## src/rtl/sqwave_pkg.sv

```systemverilog
// Shared definitions for the square-wave generator.
//   HALF_W  : width of half-period values (clk_6M cycles)
//   CNT_W   : width of the completed-period counter
//   BURST_W : width of the burst length
//   CLK_HZ  : nominal clk_6M frequency
//   state_e : generator FSM states; StDone exists only when SQWAVE_BURST_EN is defined
//   sat_half: maps a requested half-period of 0 to 1

package sqwave_pkg;

    localparam int unsigned HALF_W  = 24;
    localparam int unsigned CNT_W   = 28;
    localparam int unsigned BURST_W = 16;
    localparam int unsigned CLK_HZ  = 6_000_000;

`ifdef SQWAVE_BURST_EN
    typedef enum logic [1:0] {StIdle, StRun, StStop, StDone} state_e;
`else
    typedef enum logic [1:0] {StIdle, StRun, StStop} state_e;
`endif

    // A zero half-period would never reach terminal count; clamp to the 3 MHz maximum.
    function automatic logic [HALF_W-1:0] sat_half(input logic [HALF_W-1:0] val);
        return (val == '0) ? HALF_W'(1) : val;
    endfunction

endpackage

```

## src/rtl/sqwave_timer.sv

```systemverilog
// Phase timer for sqwave_gen: counts 0..i_half-1 while running and flags the last cycle.
// Ports:
//   clk_6M     : system clock, rising edge
//   reset_n    : asynchronous active-low reset
//   i_run      : count enable; counter is held at 0 while low
//   i_half     : current half-period length in cycles (never 0)
//   o_terminal : high in the last cycle of a phase (only while i_run)

module sqwave_timer
    import sqwave_pkg::*;
(
    input  logic              clk_6M,
    input  logic              reset_n,
    input  logic              i_run,
    input  logic [HALF_W-1:0] i_half,
    output logic              o_terminal
);

    logic [HALF_W-1:0] r_phase_cnt;
    logic              w_terminal;

    assign w_terminal = i_run && (r_phase_cnt == i_half - HALF_W'(1));
    assign o_terminal = w_terminal;

    always_ff @(posedge clk_6M or negedge reset_n) begin
        if (!reset_n) begin
            r_phase_cnt <= '0;
        end else if (!i_run || w_terminal) begin
            r_phase_cnt <= '0;
        end else begin
            r_phase_cnt <= r_phase_cnt + HALF_W'(1);
        end
    end

endmodule

```

## src/rtl/sqwave_gen.sv

```systemverilog
// Programmable square-wave generator with a one-deep shadow register for the half-period.
// Optional burst mode is enabled by defining the macro SQWAVE_BURST_EN.
// Ports:
//   clk_6M      : 6 MHz system clock, rising edge
//   reset_n     : asynchronous active-low reset
//   enable      : 1 runs the generator, 0 stops it after the current high phase
//   half_period : requested half-period in clk_6M cycles (0 treated as 1)
//   cfg_valid   : half_period is valid
//   cfg_ready   : shadow register empty, a transfer is accepted
//   square      : registered square wave
//   square_pose : one-cycle pulse coincident with square rising
//   cycle_cnt   : completed periods (falling edges) since the last start
//   burst_len   : (SQWAVE_BURST_EN) periods per burst, 0 = continuous, sampled at start
//   burst_done  : (SQWAVE_BURST_EN) one-cycle pulse when a burst completes

module sqwave_gen
    import sqwave_pkg::*;
#(
    parameter logic [HALF_W-1:0] DEFAULT_HALF = 24'd3000
) (
    input  logic              clk_6M,
    input  logic              reset_n,
    input  logic              enable,
    input  logic [HALF_W-1:0] half_period,
    input  logic              cfg_valid,
    output logic              cfg_ready,
    output logic              square,
    output logic              square_pose,
    output logic [CNT_W-1:0]  cycle_cnt
`ifdef SQWAVE_BURST_EN
    ,
    input  logic [BURST_W-1:0] burst_len,
    output logic               burst_done
`endif
);

    state_e             r_state;
    state_e             w_state_d;
    logic               r_square;
    logic               w_square_d;
    logic               r_pose;
    logic               w_pose_d;
    logic [CNT_W-1:0]   r_cycle_cnt;
    logic [CNT_W-1:0]   w_cycle_d;
    logic [CNT_W-1:0]   w_cycle_inc;
    logic [HALF_W-1:0]  r_cur_half;
    logic [HALF_W-1:0]  r_shadow;
    logic               r_shadow_full;
    logic               w_run;
    logic               w_toggle;
    logic               w_fall;
    logic               w_apply;
    logic               w_start;

`ifdef SQWAVE_BURST_EN
    logic [BURST_W-1:0] r_burst_len;
    logic               r_burst_done;
    logic               w_done_d;
    logic               w_burst_hit;

    // The falling edge being taken now is the last one of a finite burst.
    assign w_burst_hit = (r_burst_len != '0)
                      && ({{(CNT_W-BURST_W){1'b0}}, r_burst_len} == w_cycle_inc);
`endif

    assign w_run       = (r_state == StRun) || (r_state == StStop);
    assign w_fall      = w_toggle && r_square;
    assign w_cycle_inc = r_cycle_cnt + CNT_W'(1);

    sqwave_timer u_timer (
        .clk_6M     (clk_6M),
        .reset_n    (reset_n),
        .i_run      (w_run),
        .i_half     (r_cur_half),
        .o_terminal (w_toggle)
    );

    always_comb begin
        w_state_d  = r_state;
        w_square_d = r_square;
        w_pose_d   = 1'b0;
        w_cycle_d  = r_cycle_cnt;
        w_start    = 1'b0;
`ifdef SQWAVE_BURST_EN
        w_done_d   = 1'b0;
`endif
        unique case (r_state)
            StIdle: begin
                if (enable) begin
                    w_state_d  = StRun;
                    w_square_d = 1'b1;
                    w_pose_d   = 1'b1;
                    w_cycle_d  = '0;
                    w_start    = 1'b1;
                end
            end
            StRun: begin
`ifdef SQWAVE_BURST_EN
                if (w_fall && w_burst_hit) begin
                    w_state_d  = StDone;
                    w_square_d = 1'b0;
                    w_cycle_d  = w_cycle_inc;
                    w_done_d   = 1'b1;
                end else
`endif
                if (!enable) begin
                    // High phase ending right now needs no STOP detour.
                    if (w_fall) begin
                        w_state_d  = StIdle;
                        w_square_d = 1'b0;
                        w_cycle_d  = w_cycle_inc;
                    end else if (r_square) begin
                        w_state_d = StStop;
                    end else begin
                        w_state_d = StIdle;
                    end
                end else if (w_toggle) begin
                    w_square_d = ~r_square;
                    w_pose_d   = ~r_square;
                    if (r_square) begin
                        w_cycle_d = w_cycle_inc;
                    end
                end
            end
            StStop: begin
                // Only entered with square high; enable is ignored until the phase ends.
                if (w_toggle) begin
                    w_state_d  = StIdle;
                    w_square_d = 1'b0;
                    w_cycle_d  = w_cycle_inc;
                end
            end
`ifdef SQWAVE_BURST_EN
            StDone: begin
                if (!enable) begin
                    w_state_d = StIdle;
                end
            end
`endif
            default: begin
                w_state_d = StIdle;
            end
        endcase
    end

    always_ff @(posedge clk_6M or negedge reset_n) begin
        if (!reset_n) begin
            r_state     <= StIdle;
            r_square    <= 1'b0;
            r_pose      <= 1'b0;
            r_cycle_cnt <= '0;
        end else begin
            r_state     <= w_state_d;
            r_square    <= w_square_d;
            r_pose      <= w_pose_d;
            r_cycle_cnt <= w_cycle_d;
        end
    end

    // Shadow is applied on a phase boundary while running, otherwise immediately.
    // A transfer needs an empty shadow, so it can never coincide with its own apply.
    assign w_apply = r_shadow_full && (w_run ? w_toggle : 1'b1);

    always_ff @(posedge clk_6M or negedge reset_n) begin
        if (!reset_n) begin
            r_cur_half    <= sat_half(DEFAULT_HALF);
            r_shadow      <= '0;
            r_shadow_full <= 1'b0;
        end else begin
            if (w_apply) begin
                r_cur_half    <= r_shadow;
                r_shadow_full <= 1'b0;
            end
            if (cfg_valid && !r_shadow_full) begin
                r_shadow      <= sat_half(half_period);
                r_shadow_full <= 1'b1;
            end
        end
    end

`ifdef SQWAVE_BURST_EN
    always_ff @(posedge clk_6M or negedge reset_n) begin
        if (!reset_n) begin
            r_burst_len  <= '0;
            r_burst_done <= 1'b0;
        end else begin
            if (w_start) begin
                r_burst_len <= burst_len;
            end
            r_burst_done <= w_done_d;
        end
    end

    assign burst_done = r_burst_done;
`endif

    assign cfg_ready   = ~r_shadow_full;
    assign square      = r_square;
    assign square_pose = r_pose;
    assign cycle_cnt   = r_cycle_cnt;

endmodule

```

## config.mk

```make
export PLATFORM = sky130hd
export DESIGN_NAME = sqwave_gen
export DESIGN_NICKNAME = d
export VERILOG_FILES = /design/src/rtl/sqwave_pkg.sv /design/src/rtl/sqwave_timer.sv /design/src/rtl/sqwave_gen.sv
export SDC_FILE = /design/constraint.sdc
export NUM_CORES = 1
export LEC_CHECK = 0
export CORE_MARGIN = 2
export CORE_UTILIZATION = 26
export CTS_BUF_LIST = sky130_fd_sc_hd__clkbuf_8 sky130_fd_sc_hd__clkbuf_16
export DETAILED_ROUTE_END_ITERATION = 10
export MAX_ROUTING_LAYER = met4
export PLACE_DENSITY = 0.51
export SLEW_MARGIN = 20
export SYNTH_ARGS = -nofsm -noshare
export SYNTH_HDL_FRONTEND = slang
export SYNTH_SLANG_ARGS = --single-unit
```

## constraint.sdc

```tcl
create_clock -name clk_6M -period 9.95 [get_ports clk_6M]
set_clock_uncertainty 0.2 [all_clocks]
set_input_delay 2.985 -clock clk_6M [delete_from_list [all_inputs] [get_ports clk_6M]]
set_output_delay 2.985 -clock clk_6M [all_outputs]
set_load 0.02 [all_outputs]
```

# Word-level counts from Yosys, hierarchy flattened

Index checks and enable logic that the tools add are counted.

Register bits after elaboration: 105
Latch bits: 0
Bits in writable memories: 0
Memory bits (read-only): 0
Input port bits: 28
Output and inout port bits: 31
Memories: 0

Add/sub/neg operators: 3
Multiply operators: 0
Div/mod/pow operators: 0
Order comparisons: 0
Equal/unequal tests: 9
Shift-type cells: 0
Muxes and demuxes: 28
Bitwise logic cells: 2
Reduce and logical (&&, ||, !) cells: 15

Operator list:

| operator                                               | number |
|---|---|
| 2-to-1 mux 28 bit                                      | 6 |
| one-hot mux 28 bit (3 select lines)                    | 1 |
| 2-to-1 mux 24 bit                                      | 2 |
| adder 28 x 1 -> 28 bit (second input constant)         | 1 |
| adder 24 x 1 -> 24 bit (second input constant)         | 1 |
| equality test 24 bit                                   | 1 |
| zero test 24 bit                                       | 1 |
| subtractor 24 x 1 -> 24 bit (second input constant)    | 1 |
| 2-to-1 mux 1 bit                                       | 11 |
| 2-to-1 mux 2 bit                                       | 5 |
| inequality test 3 bit (second input constant)          | 2 |
| one-hot mux 2 bit (3 select lines)                     | 1 |
| AND reduction 6 bit                                    | 1 |
| AND reduction 5 bit                                    | 1 |
| logical AND 1 bit                                      | 4 |
| inequality test 2 bit (second input constant)          | 2 |
| inequality test 3 x 2 -> 1 bit (second input constant) | 1 |
| one-hot mux 1 bit (3 select lines)                     | 1 |
| AND reduction 3 bit                                    | 1 |
| nonzero test 3 bit                                     | 1 |
| equality test 2 x 1 -> 1 bit (second input constant)   | 1 |
| equality test 2 bit (second input constant)            | 1 |
| zero test 1 bit                                        | 2 |
| zero test 2 bit                                        | 1 |
| other kinds (5)                                        | 7 |

# Depth between registers and ports, before layout

Gate-level depths: netlist of the first run.

Depth after elaboration: 7
Mapped depth: 12
Depth with buffers taken out: 10

# Cells and area by module

A second synthesis of the first run with hierarchy kept.

Cell total of the unflattened synthesis: 563
Area, all modules: 5809.3 um^2

Modules (own cells, without submodules):

| module       | instances | cells each | area each (um^2) | sequential area each (um^2) |
|---|---|---|---|---|
| sqwave_gen   | 1         | 317        | 3678.5           | 2035.7 |
| sqwave_timer | 1         | 246        | 2130.8           | 600.6 |

# Least setup slack after synthesis of the first run

OpenSTA, ideal clock, no wires.

Path type: input port to flip-flop
From: input enable
To: register r_cycle_cnt[17], in the netlist cycle_cnt[17]
Data arrival time: 4373 ps
Path slack: 5236 ps
Stages: 8
Path buffers: 3
Cells stage by stage: nor2b_1 -> or3_1 -> clkbuf_1 -> or3_1 -> clkbuf_1 -> clkbuf_1 -> nand2_1 -> mux2i_1

Cells in the longest elaborated chain, start to end: 2
Elaborated cells between the ends (all ways): 7
Those cells by class: 4 x eq/ne; 2 x mux; 1 x reduce/logical

RTL lines:

| what                                                                                        | RTL line          | RTL |
|---|---|---|
| start: declaration                                                                          | sqwave_gen.sv:23  | `input logic enable,` |
| inequality test 3 bit (no line), or another cell as far along                               | -                 |  |
| AND reduction 6 bit (no line) / one-hot mux 28 bit (3 select lines) (equally long branches) | -                 |  |
| end signal: assignment                                                                      | sqwave_gen.sv:156 | `r_cycle_cnt <= w_cycle_d;` |
| end: declaration                                                                            | sqwave_gen.sv:43  | `logic [CNT_W-1:0] r_cycle_cnt;` |

Parallel ways exist; a longest one is shown, timed or not.
A chain may end at the register's enable or synchronous reset.

# Worst setup path in the final report of the first run

From: input enable
To: register r_cycle_cnt[4], in the netlist cycle_cnt[4]

Same word-level chain as after synthesis.

==> results of run 1 <==
final timing paths:
check                                                    endpoint  slack [ns]
worst max-delay path                     cycle_cnt[4]$_DFFE_PN0P_        4.20
worst max register to register           cycle_cnt[0]$_DFFE_PN0P_        5.53
max in group asynchronous       u_timer.r_phase_cnt[14]$_DFF_PN0_        5.88
min in group asynchronous                cycle_cnt[6]$_DFFE_PN0P_        2.43
worst min-delay path                      r_shadow[0]$_DFFE_PN0P_        0.29
worst min register to register            r_shadow[0]$_DFFE_PN0P_        0.29
flip-flops by register name (all words and copies together), names as in the netlist:
name and cells:
r_shadow 24, r_state 2, r_shadow_full 1, cycle_cnt 28
square 1, r_cur_half 24, square_pose 1, u_timer.r_phase_cnt 24
critical path: stages:
cell and delay [ns]:
clkdlybuf4s50_1 0.50, nor2b_1 0.21, or3_1 0.79, or3_1 0.73, buf_4 0.39, nand2b_1 0.08
mux2i_1 0.14
kinds of logic after synthesis:
| family | Yosys count | share of synthesized area |
|---|---|---|
| and+or+nand+nor | 248 | 0.2185 |
| DFF | 105 | 0.4247 |
| AOI/OAI and AO/OA | 74 | 0.09797 |
| muxes | 74 | 0.1411 |
| xor gates and xnor gates | 50 | 0.07277 |
| buffers and inverters | 45 | 0.03084 |
| adders and majority gates | 7 | 0.01411 |
layout by cell type, fill, tap and decap left out, drive strengths merged, types with 9 or more instances in the layout:
cell type,n
nand2b,25
and3,16
inv,18
clkdlybuf4s50,57
nor4,15
nor2,43
mux2i,26
xor2,18
mux2,48
xnor2,31
clkbuf,9
nand2,46
nand4,10
a2111oi,13
nor3,13
a211oi,14
a21oi,10
nand3,35
dfrtp,98
layout make-up:
class	instances	area, um2	share of cell area
tap	319	399.1	0.05402
multi-input combinational	453	3379	0.4574
timing repair buffer	62	608.1	0.08230
inverter	14	52.55	0.007113
sequential	105	2636	0.3568
clock inverter	7	87.58	0.01185
clock buffer	9	225.2	0.03048
where the power goes:
group / leakage (uW) / switching (uW) / total, uW / internal (uW)
Clock: 0.000149 / 188 / 370 / 182
Sequential: 0.00134 / 150 / 711 / 561
Combinational: 0.00141 / 402 / 772 / 370
Yosys cell counts, drive strengths merged, types with 4 or more instances:
cell type / count
xnor2: 31
o21ai: 5
dfstp: 7
nor3b: 4
ha: 7
dfrtp: 98
xor2: 18
nand4: 10
and4: 6
mux2: 48
a21oi: 10
nand3: 35
inv: 14
or2: 4
a2111oi: 13
and3: 16
nand2b: 25
a211oi: 14
and2: 4
nor2b: 8
nand2: 46
o211ai: 6
nor4: 15
or4: 7
nor2: 43
buf: 5
nor3: 13
or3: 6
mux2i: 26
clkbuf: 26
routing by layer:
metal	up-vias	part of all wire	track usage
met5	-	0	-
met1	2183	0.51	0.1615
met4	0	0.016	0.03647
met2	79	0.45	0.1849
met3	20	0.030	0.02259
li1	2272	-	-
metrics by stage:
step | cell area [um2] | instances
after global placement | 7076 | 953
after floorplan | 6207 | 603
after global routing | 7388 | 969
after detailed placement | 7076 | 953
after CTS | 7388 | 969
final | 7388 | 969
==> qor.txt, run 1 <==
status: finished, final reports clean
Max transition margin: 0.3106
antenna-violating nets left: 0
setup TNS: 0 ns
critical path capture point type: flip-flop
Cells after Synth: 603
EDFF count, synth: 0
Netlist Area Pre-Place: 6207 um2
Period minus WS final: 5.755 ns
clock buffer depth: 2
core area: 23,470 um2
row count: 56
gr usage total: 0.1203
RD Place Congestion: 0.8139
worst-skew pair later-pin latency: 0.36 ns
Via-to-Cell Ratio: 4.700
Slew Viols, Final: 0
Die W: 158.5 um
CTS Hold Bufs: 0
hold path cells: 2
I/O pins: 59
Synth area leader: dfrtp_1
Max FO, Critical Path: 25
Worst Tran Pin Value: 1.032 ns
final setup vio count: 0
Max Cap Violations: 0
WL final: 13.93 mm
Net Count, Synth: 638
WL per Instance: 14.37 um
Synth cell types: 64
fin worst setup slack: 4.195 ns
clock-pin slew on the worst setup and hold paths: 0.09 ns
port bufs: 58
fmax: 173.8 MHz
CTS Buf Count: 9
Mapped Avg Cell Area: 10.29 um2
total power: 1854 uW
Die Area: 25,130 um2
synthesis-to-finish area growth: 19.03%
Synth top area share: 0.3951
initial antenna violation count: 0
startpoint types: input pin
initial core utilization: 0.2644
clk root buf: clkbuf_16
Req. time, crit path: 10.03 ns
Reg2Reg Launch Point: r_cur_half[1]$_DFFE_PN0P_
largest net degree at the start of global routing: 64
register area share after synthesis: 0.4247
Final nets: 680
Async S/R FF share, synth: 1.000
FF+latch count, synth: 105
Synth Flop Type: dfrtp_1
RSZ-0062 raised after global routing: no
vias in the first global route: 4,483
Hold Slack: 0.2851 ns
Vias: 4,554
drt pass-1 iters: 4
fill count: 2,419
HPWL after detailed placement: 10.03 mm
DP Worst Slack: 3.824 ns
final core utilization: 0.3148
crit path DAT: 5.83 ns
Post-CTS Resized: 0
Hold Path Origin: r_shadow[0]$_DFFE_PN0P_
Residual DRC: 0
HP Class: reg -> reg
Die H: 158.5 um
Ys Warns: 0
Worst Setup SP: enable
CTS tree: yes
Worst R2R Path Depth: 8
clock sinks: 105
Starting DRT DRC Count: 290
H-tree levels: 3
share of layout cells above drive strength 1: 0.1462
Final period util: 0.5784
first-pass GRT wire length: 23.40 mm
Peak supply drop: 0.1117 mV
postcts setup bufs: 0
Hold Violations, Final: 0
total grt overflow: 0
n_diodes: 0
pwr dens: 250.9 nW/um2
top area cells in the synthesized netlist: dfrtp_1, mux2_2, mux2_4, xnor2_1, mux2i_1
LEAKAGE: 0.002896 uW
Crit Path Category: in -> reg
(Power assumes the default switching activity.)
==> run 2: changes to the inputs <==
clock period = 5.65 ns   (was 9.95 ns; I/O delays follow)
==> qor.txt, run 2 (synthesis gave the netlist of run 1 again) <==
status: finished, final reports clean
drt pass-1 iters: 4 (unchanged)
H-tree levels: 3 (unchanged)
largest net degree at the start of global routing: 58 (-9.4%)
row count: 56 (unchanged)
initial core utilization: 0.2644 (unchanged)
synthesis-to-finish area growth: 19.83%
most frequent cells in the layout: dfrtp_1, clkdlybuf4s50_1, nand2_1
antenna-violating nets left: 0 (unchanged)
core area: 23,470 um2 (unchanged)
max reg flops: 28 (unchanged)
Reg2Reg Launch Point: r_cur_half[4]$_DFFE_PN1P_
clk root buf: clkbuf_16
RD Place Congestion: 0.8461 (+4.0%)
crit path DAT: 4.23 ns (-1.60 ns)
most common cell after layout, fill and taps aside: dfrtp_1
RSZ-0062 raised after global routing: no
total power: 3326 uW (+79%)
Die Area: 25,130 um2 (unchanged)
Hold Path Origin: r_shadow[0]$_DFFE_PN0P_
worst-skew pair later-pin latency: 0.37 ns (about the same)
first-pass GRT wire length: 23.50 mm (+0.41%)
Worst Tran Pin Value: 1.000 ns (-0.03123 ns)
clock buffer depth: 2 (unchanged)
Crit Path Category: reg -> reg
setup TNS: 0 ns (unchanged)
pwr dens: 447.1 nW/um2 (+78%)
share of layout cells above drive strength 1: 0.1501 (+0.003923)
CTS Hold Bufs: 0 (unchanged)
area of the multi-input gates: 3379 um2 (unchanged)
fill count: 2,418 (-0.041%)
critical path capture point type: flip-flop
Max transition margin: 0.3314 (+0.02087)
HP Class: reg -> reg
final setup vio count: 0 (unchanged)
Req. time, crit path: 5.69 ns (-4.34 ns)
port bufs: 58 (unchanged)
Period minus WS final: 4.188 ns
Vias: 4,626 (+1.6%)
startpoint types: flip-flop
gr usage total: 0.1218 (+0.001464)
Hold Violations, Final: 0 (unchanged)
WL final: 14.17 mm (+1.8%)
clock sinks: 105 (unchanged)
initial antenna violation count: 0 (unchanged)
clock-pin slew on the worst setup and hold paths: 0.09 ns (about the same)
fmax: 238.8 MHz
Final nets: 683 (+0.44%)
Worst Setup SP: r_cur_half[4]$_DFFE_PN1P_
Starting DRT DRC Count: 244 (-16%)
HPWL after detailed placement: 9.982 mm (-0.43%)
total grt overflow: 0 (unchanged)
Residual DRC: 0 (unchanged)
CTS tree: yes
I/O pins: 59 (unchanged)
Via-to-Cell Ratio: 4.759 (+1.3%)
Max Cap Violations: 0 (unchanged)
Die H: 158.5 um (unchanged)
WL per Instance: 14.58 um (+1.5%)
Max FO, Critical Path: 28 (+12%)
CTS Buf Count: 9 (unchanged)
Seq. cell area: 2636 um2 (unchanged)
LEAKAGE: 0.002925 uW (+1.0%)
n_diodes: 0 (unchanged)
Slew Viols, Final: 0 (unchanged)
Die W: 158.5 um (unchanged)
final core utilization: 0.3169 (+0.002133)
Post-CTS Resized: 0 (unchanged)
Peak supply drop: 0.1641 mV (+47%)
vias in the first global route: 4,416 (-1.5%)
postcts setup bufs: 0 (unchanged)
Final period util: 0.7412
-- run 2: where the power goes --
group / switching [uW] / internal (uW) / leakage, uW / total, uW
Clock: 344 / 367 / 0.000164 / 711
Combinational: 706 / 661 / 0.00142 / 1370
Sequential: 261 / 988 / 0.00134 / 1250
Total: 1310 / 2020 / 0.00293 / 3330
-- run 2: through the flow --
stage                     hold slack (ns)  setup WS (ns)  cells  instance area, um2
after floorplan                    0.2500          2.226    603                6207
after global placement             0.2641          1.210    956                7098
after detailed placement           0.2710          1.198    956                7098
after CTS                          0.2924          1.511    972                7438
after global routing               0.3242          1.166    972                7438
final                              0.2854          1.462    972                7438
-- run 2: final timing paths --
kind	endpoint	slack [ns]	cells past startpoint
min reg2reg	r_shadow[0]$_DFFE_PN0P_	0.29	2
min in group asynchronous	cycle_cnt[6]$_DFFE_PN0P_	1.21	1
max	cycle_cnt[0]$_DFFE_PN0P_	1.46	8
max in group asynchronous	r_cur_half[9]$_DFFE_PN1P_	3.13	2
min	r_shadow[0]$_DFFE_PN0P_	0.29	2
max reg2reg	cycle_cnt[0]$_DFFE_PN0P_	1.46	8
-- run 2: layout make-up --
| cell class | count | area share |
|---|---|---|
| clock buffer | 9 | 0.03028 |
| sequential | 105 | 0.3544 |
| timing repair buffer | 65 | 0.08478 |
| clock inverter | 7 | 0.01548 |
| inverter | 14 | 0.007065 |
| tap | 319 | 0.05366 |
| multi-input combinational | 453 | 0.4543 |
-- run 2: metal layers --
| layer | vias to the layer above | routed length [um] | GRT usage |
|---|---|---|---|
| met1 | 2265 | 7025 | 0.1617 |
| met3 | 11 | 397 | 0.02341 |
| met2 | 68 | 6567 | 0.1915 |
| met5 | - | 0 | - |
| li1 | 2282 | - | - |
| met4 | 0 | 182 | 0.03175 |
-- run 2: critical path, stage by stage, from the launching register on --
cell      delay (ns)
dfstp_2         0.42
nor3_2          0.50
nand4_1         0.33
or4_1           0.56
a211oi_1        0.34
o2111a_1        0.33
nand4_4         0.43
a21oi_1         0.56
mux2_2          0.39
==> run 3: changes to the inputs <==
PLACE_DENSITY = 0.53   (was 0.51)
clock period = 3.6 ns   (was 5.65 ns; I/O delays follow)
==> qor.txt, run 3 (synthesis gave the netlist of run 1 again) <==
largest net degree at the start of global routing: 49 (-16%)
most common cell after layout, fill and taps aside: dfrtp_1
port bufs: 58 (unchanged)
Crit Path Category: reg -> reg
I/O pins: 59 (unchanged)
clock-pin slew on the worst setup and hold paths: 0.08 ns (about the same)
synthesis-to-finish area growth: 25.18%
Final Cell Area: 7770 um2 (+4.5%)
Psw: 2131 uW (+63%)
CTS tree: yes
cell-internal power: 3335 uW (+65%)
vias in the first global route: 4,581 (+3.7%)
most frequent cells in the layout: dfrtp_1, clkdlybuf4s50_1, nand2_1
clk root buf: clkbuf_16
n_diodes: 0 (unchanged)
antenna-violating nets left: 0 (unchanged)
Req. time, crit path: 3.70 ns (-1.99 ns)
crit path DAT: 3.58 ns (-0.65 ns)
Switching Share: 0.3899 (-0.004112)
Slew Viols, Final: 0 (unchanged)
clock group share of total power: 0.197 (-0.017)
Die Area: 25,130 um2 (unchanged)
startpoint types: flip-flop
final setup vio count: 0 (unchanged)
core area: 23,470 um2 (unchanged)
clock buffer depth: 2 (unchanged)
status: finished, final reports clean
share of layout cells above drive strength 1: 0.2082 (+0.05807)
max reg flops: 28 (unchanged)
LEAKAGE: 0.003096 uW (+5.8%)
Final nets: 717 (+5.0%)
flop-to-flop setup slack: 0.11 ns (-1.35 ns)
met3 wire len: 466 um (+17%)
initial core utilization: 0.2644 (unchanged)
HP Class: reg -> reg
CTS Buf Count: 9 (unchanged)
Comb power frac: 0.461 (+0.050)
Max Cap Violations: 0 (unchanged)
Worst path max stage delay: 0.53 ns (-0.03 ns)
Hold Slack: 0.2907 ns (+0.005335 ns)
initial antenna violation count: 0 (unchanged)
drt pass-1 iters: 4 (unchanged)
Inst Count DP: 986 (+3.1%)
slowest CP cell: or4_4
Worst Tran Pin Value: 0.5900 ns (-0.4105 ns)
dpl cell area: 7336 um2 (+3.3%)
Max transition margin: 0.6067 (+0.2752)
Seq. cell area: 2638 um2 (about the same)
first-pass GRT wire length: 24.05 mm (+2.3%)
WL per Instance: 14.69 um (+0.72%)
max layer used: met4
wire length on met1: 7.393 mm (+5.2%)
gr usage total: 0.1253 (+0.003483)
Die W: 158.5 um (unchanged)
RD Place Congestion: 0.8060 (-4.7%)
clock sinks: 105 (unchanged)
worst-skew pair later-pin latency: 0.36 ns (about the same)
Hold Violations, Final: 0 (unchanged)
final core utilization: 0.3310 (+0.01412)
worst-path cell chain: or4_4 > or3_4 > or4_1 > o22ai_2 > o2111a_2 > nand4_2 > buf_4 > a211oi_1 > mux2i_1
Max FO, Critical Path: 6 (-79%)
Seq pwr share: 0.342 (-0.033)
fmax: 286.7 MHz (+20%)
Die H: 158.5 um (unchanged)
WL final: 14.77 mm (+4.2%)
fill count: 2,409 (-0.37%)
Via-to-Cell Ratio: 4.724 (-0.75%)
DR WL met2: 6.744 mm (+2.7%)
critical path capture point type: flip-flop
setup TNS: 0 ns (unchanged)
Peak supply drop: 0.3524 mV (+110%)
Final period util: 0.9689 (+0.2277)
Vias: 4,752 (+2.7%)
area of the multi-input gates: 3463 um2 (+2.5%)
Residual DRC: 0 (unchanged)
pwr dens: 703.4 nW/um2 (+57%)
Non-Filler Instances: 1,006 (+3.5%)
row count: 56 (unchanged)
Period minus WS final: 3.488 ns (-0.6996 ns)
Starting DRT DRC Count: 211 (-14%)
H-tree levels: 3 (unchanged)
RSZ-0062 raised after global routing: yes
HPWL after detailed placement: 10.53 mm (+5.5%)
total grt overflow: 0 (unchanged)
run 3: area by class of cell:
class                      count  area share
multi-input combinational    454      0.4457
timing repair buffer          98      0.1156
inverter                      14    0.006763
clock inverter                 7     0.01208
clock buffer                   9     0.02899
tap                          319     0.05137
sequential                   105      0.3395
run 3: layer usage:
layer  track usage  vias to the layer above
met2        0.1940                       79
met4       0.03647                        0
li1              -                     2340
met3       0.02314                       11
met5             -                        -
met1        0.1678                     2322
run 3: worst paths after layout:
kind | endpoint | startpoint | cells past startpoint
max reg2reg | cycle_cnt[5]$_DFFE_PN0P_ | r_cur_half[10]$_DFFE_PN0P_ | 9
min | r_shadow[0]$_DFFE_PN0P_ | r_shadow[0]$_DFFE_PN0P_ | 2
min reg2reg | r_shadow[0]$_DFFE_PN0P_ | r_shadow[0]$_DFFE_PN0P_ | 2
min in group asynchronous | u_timer.r_phase_cnt[6]$_DFF_PN0_ | reset_n | 1
max | cycle_cnt[5]$_DFFE_PN0P_ | r_cur_half[10]$_DFFE_PN0P_ | 9
max in group asynchronous | r_cur_half[3]$_DFFE_PN1P_ | reset_n | 2
run 3: power groups by stage:
stage | clock network (uW) | registers, uW | logic (uW)
after global placement | 0 | 1870 | 2460
final | 1080 | 1870 | 2520
after global routing | 1160 | 1920 | 2780
after CTS | 1110 | 1850 | 2490
after detailed placement | 0 | 1880 | 2480
after floorplan | 0 | 1830 | 1770
run 3: through the flow:
step / total power (uW) / setup slack (ns)
after floorplan: 3604 / 0.1894
final: 5466 / 0.1121
after global routing: 5859 / -0.03726
after detailed placement: 4359 / -0.009772
after CTS: 5453 / 0.002218
after global placement: 4325 / 0.05610
run 3: timing repair:
action	4_1_cts	5_1_grt
endpoints found under the hold margin	0	0
setup buffers	1	2
cloned	0	1
pin swaps	1	4
hold buffers	0	0
gates resized for setup	3	17
endpoints found under the setup margin	7	48
run 3: critical path: cells and delay by family (launching register included):
family | cells | cell delay (ns)
AO/OA/AOI/OAI | 3 | 0.68
flip-flops | 1 | 0.42
buffers and inverters | 1 | 0.25
multiplexers | 1 | 0.21
AND/OR/NAND/NOR | 4 | 1.66
==> edit, RTL diff (settings of run 2) <==
Add an input register stage for `half_period`; this delays it by one clock. The other inputs are not delayed to match. Comments in the files are not updated.
--- a/src/rtl/sqwave_gen.sv
+++ b/src/rtl/sqwave_gen.sv
@@ -33,6 +33,12 @@
     output logic               burst_done
 `endif
 );
+
+    logic [HALF_W-1:0] half_period_q;
+
+    always_ff @(posedge clk_6M) begin
+        half_period_q <= half_period;
+    end
 
     state_e             r_state;
     state_e             w_state_d;
@@ -172,7 +178,7 @@
                 r_shadow_full <= 1'b0;
             end
             if (cfg_valid && !r_shadow_full) begin
-                r_shadow      <= sat_half(half_period);
+                r_shadow      <= sat_half(half_period_q);
                 r_shadow_full <= 1'b1;
             end
         end
Check against the original RTL: not equivalent (a bounded check fails within 4 cycles, from zero or initial values and one cycle with reset_n low).
==> edit against run 2 <==
Combinational power is 15% higher; synthesized cell count is 0.17% lower; first-iteration DRC count is 4.5% higher; worst hold slack better by 0.00082 ns; routed wire length is 4.1% higher; fmax is 1.5% lower; worst setup slack worse by 0.064 ns; synthesized area is 5.2% higher; design area is 8.1% higher; final cell count is 2.7% higher; sequential cell count is 24 higher; power is 25% higher; non-clock buffer count is 1 lower; critical path type unchanged.
==> edit: results (changes against run 2) <==
- The clock insertion delay at the later pin of the skew report came to 0.42 ns (+0.05 ns).
- The worst-margin pin slew is 0.9853 ns (-0.01518 ns).
- The number of cell instances on the worst register-to-register path is 11 (+3).
- The run finished with clean final reports.
- The global routing met3 resource utilization is 0.02878 (+0.005367).
- The count of filler cells inserted in the layout is 2509 (+3.8%).
- The internal cell power came to 2.571 mW (+28%).
- The biggest cell delay along the critical path came to 0.52 ns (-0.04 ns).
- The maximum VDD drop is 0.0002235 V (+36%).
- The endpoint arrival time on the critical path is 4.35 ns (+0.12 ns).
- The global-route wire length before repair came to 25.05 mm (+6.6%).
- The placed wire-length estimate after detailed placement was 10.55 mm (+5.6%).
- The worst setup slack for register-to-register paths came to 1.40 ns (-0.06 ns).
- The overall global routing resource usage came to 0.1234 (+0.001580).
- The first-iteration detailed-routing DRC count is 255 (+4.5%).
- The number of cells on the worst hold path came to 1 (-1).
- The slowest stage of the critical path is the sky130_fd_sc_hd__a2111oi_1 cell.
- The path with the worst hold slack has its endpoint at r_shadow[18]$_DFFE_PN0P_.
- The deepest level of the CTS H-tree came to 4 (+1).
- The fraction of layout instances using a drive strength above 1 is 0.1751 (+0.02500).
- The met1 track demand over resource in global routing is 0.1747 (+0.01305).
- The commonest cells after synthesis are sky130_fd_sc_hd__dfrtp_1 (98), sky130_fd_sc_hd__nor2_1 (49), sky130_fd_sc_hd__mux2_2 (30).
- The total wirelength of the detailed-routed design is 14.75 mm (+4.1%).
- The clock-pin slew on the worst setup and hold paths is 0.06 ns (-0.03 ns).
- The number of library cell types mapped by synthesis is 72 (+13%).
- The number of buffers created by CTS is 17 (+8).
- The post-synthesis net count is 637 (-0.16%).
- The weighted congestion reported at the end of routability-driven placement is 0.7958 (-5.9%).
- The largest fanout on the critical path is 26 (-7.1%).
- The worst hold path begins at half_period_q[18]$_DFF_P_.
==> edit: metal layers <==
metal / wire length [um] / up-vias
met5: 0 / -
met4: 123 / 0
met3: 714 / 9
met2: 6357 / 108
met1: 7555 / 2284
li1: - / 2359
==> edit: logic make-up (layout without fill, tap and decap cells) <==
logic type / count (synthesis) / in the layout / synth area share
multiplexers: 51 / 51 / 0.09929
buffers and inverters: 43 / 115 / 0.02875
flip-flops: 129 / 129 / 0.4775
XOR/XNOR: 49 / 49 / 0.06575
AO/OA/AOI/OAI: 102 / 102 / 0.1248
AND/OR/NAND/NOR: 221 / 221 / 0.1905
adder cells (fa/ha/maj): 7 / 7 / 0.01342
==> edit: layout make-up <==
cell class / instances / share of cell area
clock buffer: 20 / 0.06087
clock inverter: 12 / 0.01339
inverter: 19 / 0.008873
multi-input combinational: 430 / 0.4012
sequential: 129 / 0.3878
tap: 324 / 0.05044
timing repair buffer: 64 / 0.07752
==> edit: per-stage QoR <==
stage	cell area [um^2]	std cells	total power, mW	setup WS (ns)
floorplan	6528	602	2.631	1.973
detailed placement	7440	966	3.090	1.378
global placement	7440	966	3.070	1.438
global route	8038	998	4.448	1.175
finish	8038	998	4.149	1.399
CTS	8036	998	4.211	1.365
==> edit: power by group through the flow <==
stage / clock network (mW) / logic (mW) / registers [mW]
floorplan: 0 / 1.19 / 1.44
global placement: 0 / 1.57 / 1.50
detailed placement: 0 / 1.58 / 1.51
CTS: 1.13 / 1.59 / 1.49
global route: 1.17 / 1.74 / 1.54
finish: 1.10 / 1.57 / 1.48
